==> config.mk <==
export PLATFORM = sky130hd
export DESIGN_NAME = instr_mem_encoder_writer
export DESIGN_NICKNAME = d
export VERILOG_FILES = /design/src/rtl/instr_mem_encoder_writer.sv
export SDC_FILE = /design/constraint.sdc
export NUM_CORES = 1
export LEC_CHECK = 0
export ABC_AREA = 1
export CAP_MARGIN = 20
export CORE_UTILIZATION = 58
export CTS_BUF_LIST = sky130_fd_sc_hd__clkbuf_16
export CTS_CLUSTER_SIZE = 14
export DETAILED_ROUTE_END_ITERATION = 7
export GPL_TIMING_DRIVEN = 0
export PLACE_DENSITY = 0.83
export SLEW_MARGIN = 30
export SYNTH_ARGS = -nofsm -noshare
export SYNTH_HDL_FRONTEND = slang
export SYNTH_SLANG_ARGS = --single-unit
==> constraint.sdc <==
create_clock -name clk -period 7.21 [get_ports clk]
set_input_delay 1.442 -clock clk [delete_from_list [all_inputs] [get_ports clk]]
set_output_delay 1.442 -clock clk [all_outputs]
set_load 0.02 [all_outputs]
==> src/rtl/instr_mem_encoder_writer.sv <==
// Program-load path: encodes field tuples into 16-bit instruction words, buffers them and
// writes them to instruction memory at an auto-incrementing address. `define ENC_RANGE_CHECK_EN to reject illegal tuples.
module instr_mem_encoder_writer #(
    parameter int ADDR_W     = 8,
    parameter int BASE_ADDR  = 0,
    parameter int FIFO_DEPTH = 4
) (
    input  logic              clk,
    input  logic              rst_n,
    input  logic              start,
    input  logic              field_valid,
    output logic              field_ready,
    input  logic [3:0]        opcode,
    input  logic [3:0]        rs,
    input  logic [3:0]        rt,
    input  logic [3:0]        rd,
    input  logic [7:0]        imm,
    input  logic              last,
    input  logic              mem_ready,
    output logic              mem_we,
    output logic [ADDR_W-1:0] mem_addr,
    output logic [15:0]       mem_wdata,
    output logic              busy,
    output logic              done,
    output logic              overflow,
    output logic [ADDR_W:0]   instr_count,
    output logic [7:0]        err_count
);
    localparam int IDX_W = $clog2(FIFO_DEPTH);
    localparam int PTR_W = IDX_W + 1;
    localparam logic [ADDR_W-1:0] BASE     = ADDR_W'(BASE_ADDR);
    localparam logic [ADDR_W-1:0] ADDR_MAX = '1;

    typedef enum logic [1:0] {S_IDLE, S_ACTIVE, S_DONE} state_t;
    state_t state, state_nxt;

    logic [15:0]      fifo_mem [FIFO_DEPTH];
    logic [PTR_W-1:0] wr_ptr, rd_ptr, fifo_cnt;
    logic             fifo_full, fifo_empty;
    logic             last_seen;
    logic             is_itype, legal;
    logic             hs, push, pop, wr_done, wrap_now;
    logic [15:0]      enc_word;

    assign is_itype = (opcode >= 4'd5) && (opcode <= 4'd7);
    assign enc_word = {opcode, rs, rt, is_itype ? imm[3:0] : rd};

    assign fifo_cnt   = wr_ptr - rd_ptr;
    assign fifo_full  = (fifo_cnt == PTR_W'(FIFO_DEPTH));
    assign fifo_empty = (wr_ptr == rd_ptr);

    assign busy        = (state != S_IDLE);
    assign done        = (state == S_DONE);
    assign field_ready = (state == S_ACTIVE) && !fifo_full && !last_seen;

    assign hs       = field_valid && field_ready;
    assign push     = hs && legal;
    assign wr_done  = mem_we && mem_ready;
    // The last address completing ends the session; nothing behind it may be written.
    assign wrap_now = wr_done && (mem_addr == ADDR_MAX);
    assign pop      = (state == S_ACTIVE) && !fifo_empty && (!mem_we || mem_ready);

`ifdef ENC_RANGE_CHECK_EN
    assign legal = (opcode <= 4'd7) && !(is_itype && (imm[7:4] != 4'd0));

    always_ff @(posedge clk or negedge rst_n) begin
        if (!rst_n) begin
            err_count <= 8'd0;
        end else if (state == S_IDLE) begin
            if (start) err_count <= 8'd0;
        end else if (hs && !legal && (err_count != 8'hFF)) begin
            err_count <= err_count + 8'd1;
        end
    end
`else
    logic unused_imm_hi;
    assign unused_imm_hi = ^imm[7:4];
    assign legal         = 1'b1;
    assign err_count     = 8'd0;
`endif

    always_comb begin
        state_nxt = state;
        unique case (state)
            S_IDLE:   if (start) state_nxt = S_ACTIVE;
            S_ACTIVE: if (wrap_now || (last_seen && fifo_empty && !mem_we)) state_nxt = S_DONE;
            S_DONE:   state_nxt = S_IDLE;
            default:  state_nxt = S_IDLE;
        endcase
    end

    always_ff @(posedge clk) begin
        if (push) fifo_mem[wr_ptr[IDX_W-1:0]] <= enc_word;
    end

    always_ff @(posedge clk or negedge rst_n) begin
        if (!rst_n) begin
            state       <= S_IDLE;
            wr_ptr      <= '0;
            rd_ptr      <= '0;
            last_seen   <= 1'b0;
            mem_we      <= 1'b0;
            mem_addr    <= BASE;
            mem_wdata   <= 16'd0;
            overflow    <= 1'b0;
            instr_count <= '0;
        end else begin
            state <= state_nxt;
            if (state == S_IDLE) begin
                if (start) begin
                    mem_addr    <= BASE;
                    instr_count <= '0;
                    overflow    <= 1'b0;
                    last_seen   <= 1'b0;
                    wr_ptr      <= '0;
                    rd_ptr      <= '0;
                end
            end else begin
                if (hs && last) last_seen <= 1'b1;
                if (wr_done) begin
                    instr_count <= instr_count + 1'b1;
                    if (!wrap_now) mem_addr <= mem_addr + 1'b1;
                end
                if (wrap_now) begin
                    // Flush: a tuple accepted in this same cycle is dropped as well.
                    overflow <= 1'b1;
                    mem_we   <= 1'b0;
                    rd_ptr   <= wr_ptr;
                end else begin
                    if (push) wr_ptr <= wr_ptr + 1'b1;
                    if (pop) begin
                        rd_ptr    <= rd_ptr + 1'b1;
                        mem_wdata <= fifo_mem[rd_ptr[IDX_W-1:0]];
                        mem_we    <= 1'b1;
                    end else if (wr_done) begin
                        mem_we <= 1'b0;
                    end
                end
            end
        end
    end
endmodule

==> flow_summary_export.csv <==
group,metric,value,unit
outcome,status,"finished, final reports clean",
cells_and_area,regArea,3023,µm²
timing,finalMaxSlewViolations,0,
timing,fin_worst_skew,0.005690,ns
timing,hold_violations,0,
global_routing,grt_max_degree,45,
cells_and_area,area_growth,22.50,%
setup_path,cp-end-kind,"output pin",
global_routing,grt_pass1_vias,3553,
clocking,h-tree-depth,3,
timing,slew_headroom,43.29,%
detailed_routing,post_drt_via_cell_ratio,5.568,
setup_path,max_stage_delay,0.59,ns
setup_path,start_kind,"flop",
clocking,path_clk_slew,0.07,ns
setup_path,required,5.77,ns
timing,fin_crit,4.343,ns
timing,max_freq,230.2,MHz
clocking,cts-hold-fix-buffers,0,
flow_run,maxCapViolations,0,
cells_and_area,stdcell_area,6063,µm²
clocking,cts_resized,0,
setup_path,crit_chain,"inv_1 -> clkbuf_1 -> ha_1 -> a21oi_1 -> nand2_1 -> nand3_1 -> nand2_1 -> inv_1 -> clkdlybuf4s50_1",
clocking,clock_sinks,108,
cells_and_area,fillerInstances,567,
timing,tightest_slew,0.8497,ns
floorplanning,row_count,33,
detailed_routing,finalWirelength,10.60,mm
clocking,cts_tree,"done",
clocking,cts_root_buffer,"clkbuf_16",
power_and_ir_drop,p_total,2.290,mW
hold_path,holdCritPathClass,"flop to flop",
clocking,numCtsBuffers,9,
detailed_routing,antenna_left,0,
global_routing,grt_use_total,26.43,%
setup_path,critPathMaxFanout,10,
setup_path,crit_slowest_cell,"clkdlybuf4s50_1",
power_and_ir_drop,p_leak,2.516,nW
timing,fin_crit_sh,60.24,%
setup_path,critPathTopFamily,"buffers and inverters",
placement,numPortBuffers,63,
synthesis,syn_inst,464,
cells_and_area,multi_input_area,1602,µm²
synthesis,yosysWarnings,0,
detailed_routing,num_vias,3658,
synthesis,syn_area_per_cell,10.67,µm²
placement,dpl.hpwl,7.288,mm
detailed_routing,drt_iter0_drc,244,
power_and_ir_drop,powerDensity,377.6,nW/µm²
cells_and_area,layout_common_cells,"64 x edfxtp_1, 63 x nand2_1, 62 x clkdlybuf4s50_1",
global_routing,grt-ovfl-total,0,
detailed_routing,wl_per_cell,16.13,µm
floorplanning,dieHeight,94.38,µm
synthesis,ys_ff_latch,108,
setup_path,crit_type,"flop to output pin",
clocking,cts_buffer_depth,2,
clocking,cts_setup_buffers,0,
timing,tns,0,ns
setup_path,path_buf_inv,4,
floorplanning,dieArea,8908,µm²
placement,placed_area,5768,µm²
floorplanning,start_util,59.94,%
global_routing,grt_first_pass_wirelength,17.34,mm
floorplanning,io_pins,76,
floorplanning,fp.coreArea,8258,µm²
synthesis,synth_edf_count,64,
floorplanning,die_w,94.38,µm
power_and_ir_drop,ir_drop,181.2,µV
synthesis,synth-main-ff-cell,"edfxtp_1",
cells_and_area,diodes,0,
synthesis,yosysSeqAreaShare,61.07,%
timing,rsz0062_at_grt,"false",
clocking,clk_latency,0.35,ns
cells_and_area,final_common_cell,"edfxtp_1",
cells_and_area,final_core_util,73.42,%
synthesis,ys_types,41,
cells_and_area,drive_gt1_share,16.30,%
detailed_routing,drc,0,
timing,finalSetupViolations,0,
placement,place.gp.congestion,0.7714,
synthesis,syn_area,4950,µm²
synthesis,async_flop_share,40.74,%
detailed_routing,drt-pass1-iter-count,5,
cells_and_area,nNetsFinal,586,
global_routing,antenna_found_initial,0,
setup_path,cp.arrival,2.90,ns
per-stage QoR:
stage               setup WS [ns]  instances  hold WS [ns]
finish                      2.867        657        0.4822
global route                2.690        657        0.5290
floorplan                   4.219        471        0.4760
detailed placement          3.290        641        0.4687
CTS                         2.854        657        0.4872
global placement            3.270        639        0.4684
area by class of cell:
| class | instances | share of cell area [%] |
|---|---|---|
| Clock inverter | 7 | 1.073 |
| Inverter | 54 | 3.343 |
| Tap cell | 105 | 2.167 |
| Buffer | 22 | 2.703 |
| Sequential cell | 108 | 49.86 |
| Multi-Input combinational cell | 287 | 26.41 |
| Timing Repair Buffer | 65 | 10.73 |
| Clock buffer | 9 | 3.714 |
Yosys cell counts (2+ instances only):
cell type | count | area, µm²
nand2_2 | 20 | 125.1
nand4_1 | 5 | 31.28
o21ai_1 | 3 | 15.01
nor3_1 | 3 | 15.01
buf_6 | 3 | 33.78
inv_2 | 2 | 7.510
o21ai_0 | 44 | 220.2
or2_2 | 3 | 18.77
a21oi_1 | 9 | 45.04
xnor2_1 | 2 | 17.52
buf_4 | 8 | 60.06
nor2_2 | 3 | 18.77
ha_1 | 9 | 112.6
o22ai_1 | 16 | 100.1
edfxtp_1 | 64 | 1922
xor2_1 | 6 | 52.55
nand3_1 | 14 | 70.07
clkbuf_1 | 7 | 26.28
o21ai_2 | 16 | 140.1
nor2_1 | 47 | 176.4
dfrtp_1 | 44 | 1101
nand2_1 | 63 | 236.5
mux2_2 | 4 | 45.04
inv_1 | 52 | 195.2
sequential cells by signal, summed over array words and instances, names as in the netlist:
register / cells
wr_ptr: 3
mem_we: 1
mem_addr: 8
mem_wdata: 16
rd_ptr: 3
state: 2
last_seen: 1
fifo_mem: 64
instr_count: 9
overflow: 1
worst paths after layout:
path | startpoint | end | slack (ns) | cells after the start
setup / recovery | rd_ptr[1]$_DFFE_PN0P_ | field_ready | 2.87 | 9
hold / removal | mem_wdata[13]$_DFFE_PN0P_ | mem_wdata[13]$_DFFE_PN0P_ | 0.48 | 2
setup reg to reg | rd_ptr[1]$_DFFE_PN0P_ | fifo_mem[2][7]$_DFFE_PP_ | 3.93 | 8
hold reg to reg | mem_wdata[13]$_DFFE_PN0P_ | mem_wdata[13]$_DFFE_PN0P_ | 0.48 | 2
max in group asynchronous | rst_n | mem_wdata[10]$_DFFE_PN0P_ | 5.74 | 1
min in group asynchronous | rst_n | mem_addr[5]$_DFFE_PN0P_ | 1.09 | 1
logic make-up (layout without fill, tap and decap cells):
family / after synthesis / in the layout / synth area share, %
buf+inv: 76 / 157 / 7.406
xor+xnor: 8 / 8 / 1.416
other cells: 1 / 8 / 0.07576
compound gates: 94 / 94 / 11.60
mux: 4 / 4 / 0.9099
fa+ha+maj: 9 / 9 / 2.275
simple gates: 164 / 164 / 15.24
flops: 108 / 108 / 61.07
worst min-delay path: cells and delay by family (launching register included):
family           cells  cell delay (ns)
flip-flops           1             0.35
AND/OR/NAND/NOR      1             0.06
AO/OA/AOI/OAI        1             0.04
where the power goes:
| part | switching [mW] | internal, mW |
|---|---|---|
| sequential | 0.0921 | 0.778 |
| clock | 0.232 | 0.242 |
| combinational | 0.583 | 0.362 |
routing by layer:
layer / wire [µm] / track usage [%] / share of wire (%) / vias to the layer above
met5: 0 / 0 / 0 / -
met2: 5505 / 44.69 / 52 / 166
met1: 4140 / 32.68 / 39 / 1745
met3: 629 / 5.314 / 5.9 / 31
li1: - / - / - / 1716
met4: 322 / 12.31 / 3.0 / 0
(Power assumes the default switching activity.)
==> RTL change (config.mk and constraints unchanged) <==
`FIFO_DEPTH`: 4 -> 8.
--- a/src/rtl/instr_mem_encoder_writer.sv
+++ b/src/rtl/instr_mem_encoder_writer.sv
@@ -5,3 +5,3 @@
     parameter int BASE_ADDR  = 0,
-    parameter int FIFO_DEPTH = 4
+    parameter int FIFO_DEPTH = 8
 ) (
Check against the original RTL: not equivalent (Yosys sat finds a counterexample within 10 cycles, from zero or initial values and one cycle with rst_n low).
==> RTL change against the unedited design <==
- core utilization shrank 0.94 points
- setup slack lost 0.19 ns
- register-to-register slack gained 0.14 ns
- critical endpoint unchanged
- power grew 52%
- area after synthesis grew 52%
- final area grew 51%
- clock skew grew 0.0042 ns
- first-iteration DRC count grew to 2.7 times the old value
- wire length grew 70%
- fmax shrank 4.1%
- highest routed layer unchanged
- sequential cell count grew 66
- synthesized cell count grew 48%
==> RTL change: results (changes against the unedited design) <==
* Outcome: finished, final reports clean
* Layout Skew at 0.00990 ns (+0.00421 ns)
* Total track usage at 28.7% (+2.3 points)
* Post-synthesis sequential area ratio at 66.2% (+5.1 points)
* Routed wl met3 at 1590 um (+150%)
* Grt met1 use at 34.5% (+1.9 points)
* Post-synth ARST share at 26.4% (-14 points)
* WP data arrival at 3.09 ns (+0.19 ns)
* Vias in the first global route at 5728 (+61%)
* Worst slew margin at 58.6% (+15 points)
* Worst-Skew Late Latency at 0.43 ns (+0.08 ns)
* CP Launch Point: rd_ptr[2]$_DFFE_PN0P_
* Hold endpoint: mem_wdata[5]$_DFFE_PN0P_
* Worst r2r dst: fifo_mem[7][4]$_DFFE_PP_
* Drt pass-1 iters at 6 (+1)
* DP Worst Slack at 3.14 ns (-0.152 ns)
* Placed cells at 945 (+47%)
* Vias/cell at 5.87 (+5.4%)
* H-tree depth at 4 (+1)
* Total Wirelength at 18100 um (+70%)
* First-pass GRT wire length at 28500 um (+64%)
* Syn_area_per_cell at 11.0 um2 (+2.7%)
* Hold_ws at 0.477 ns (-0.00565 ns)
* Filler cells at 844 (+49%)
* Met1 WL at 6750 um (+63%)
* R2r setup slk at 4.07 ns (+0.14 ns)
* Static Leak at 0.00368 uW (+46%)
* Hpwl dp at 12000 um (+64%)
* Global Route met3 Usage at 7.53% (+2.2 points)
* CTS buffer count at 17 (+8)
* Met2 usage at 48.3% (+3.6 points)
* Top post-synthesis cells by area: edfxtp_1 (51%), dfrtp_1 (15%), nand2_1 (7.7%), o21ai_0 (4.9%), nor2_1 (4.0%)
* Proportion of synthesized area in mux cells at 0.730% (-0.18 points)
* Mapped Area at 7550 um2 (+52%)
-- RTL change: worst max-delay path: cells and delay by family, from the launching register on --
| family | cells | cell delay (ns) |
|---|---|---|
| buf+inv | 5 | 1.61 |
| fa+ha+maj | 1 | 0.44 |
| simple gates | 3 | 0.28 |
| flops | 1 | 0.32 |
-- RTL change: cell type report --
class | instances | area (um2) | share of cell area (%)
timing repair buffer | 77 | 741 | 8.07
inverter | 46 | 186 | 2.03
sequential | 174 | 4990 | 54.4
multi-input combinational | 440 | 2220 | 24.1
clock inverter | 15 | 195 | 2.13
tap | 172 | 215 | 2.34
clock buffer | 17 | 425 | 4.63
buffer | 36 | 210 | 2.29
-- RTL change: power by group --
group | total, uW | leakage (uW) | switching (uW) | internal [uW]
combinational | 1220 | 0.00163 | 800 | 423
sequential | 1280 | 0.00176 | 80.6 | 1200
clock | 968 | 0.000298 | 389 | 579
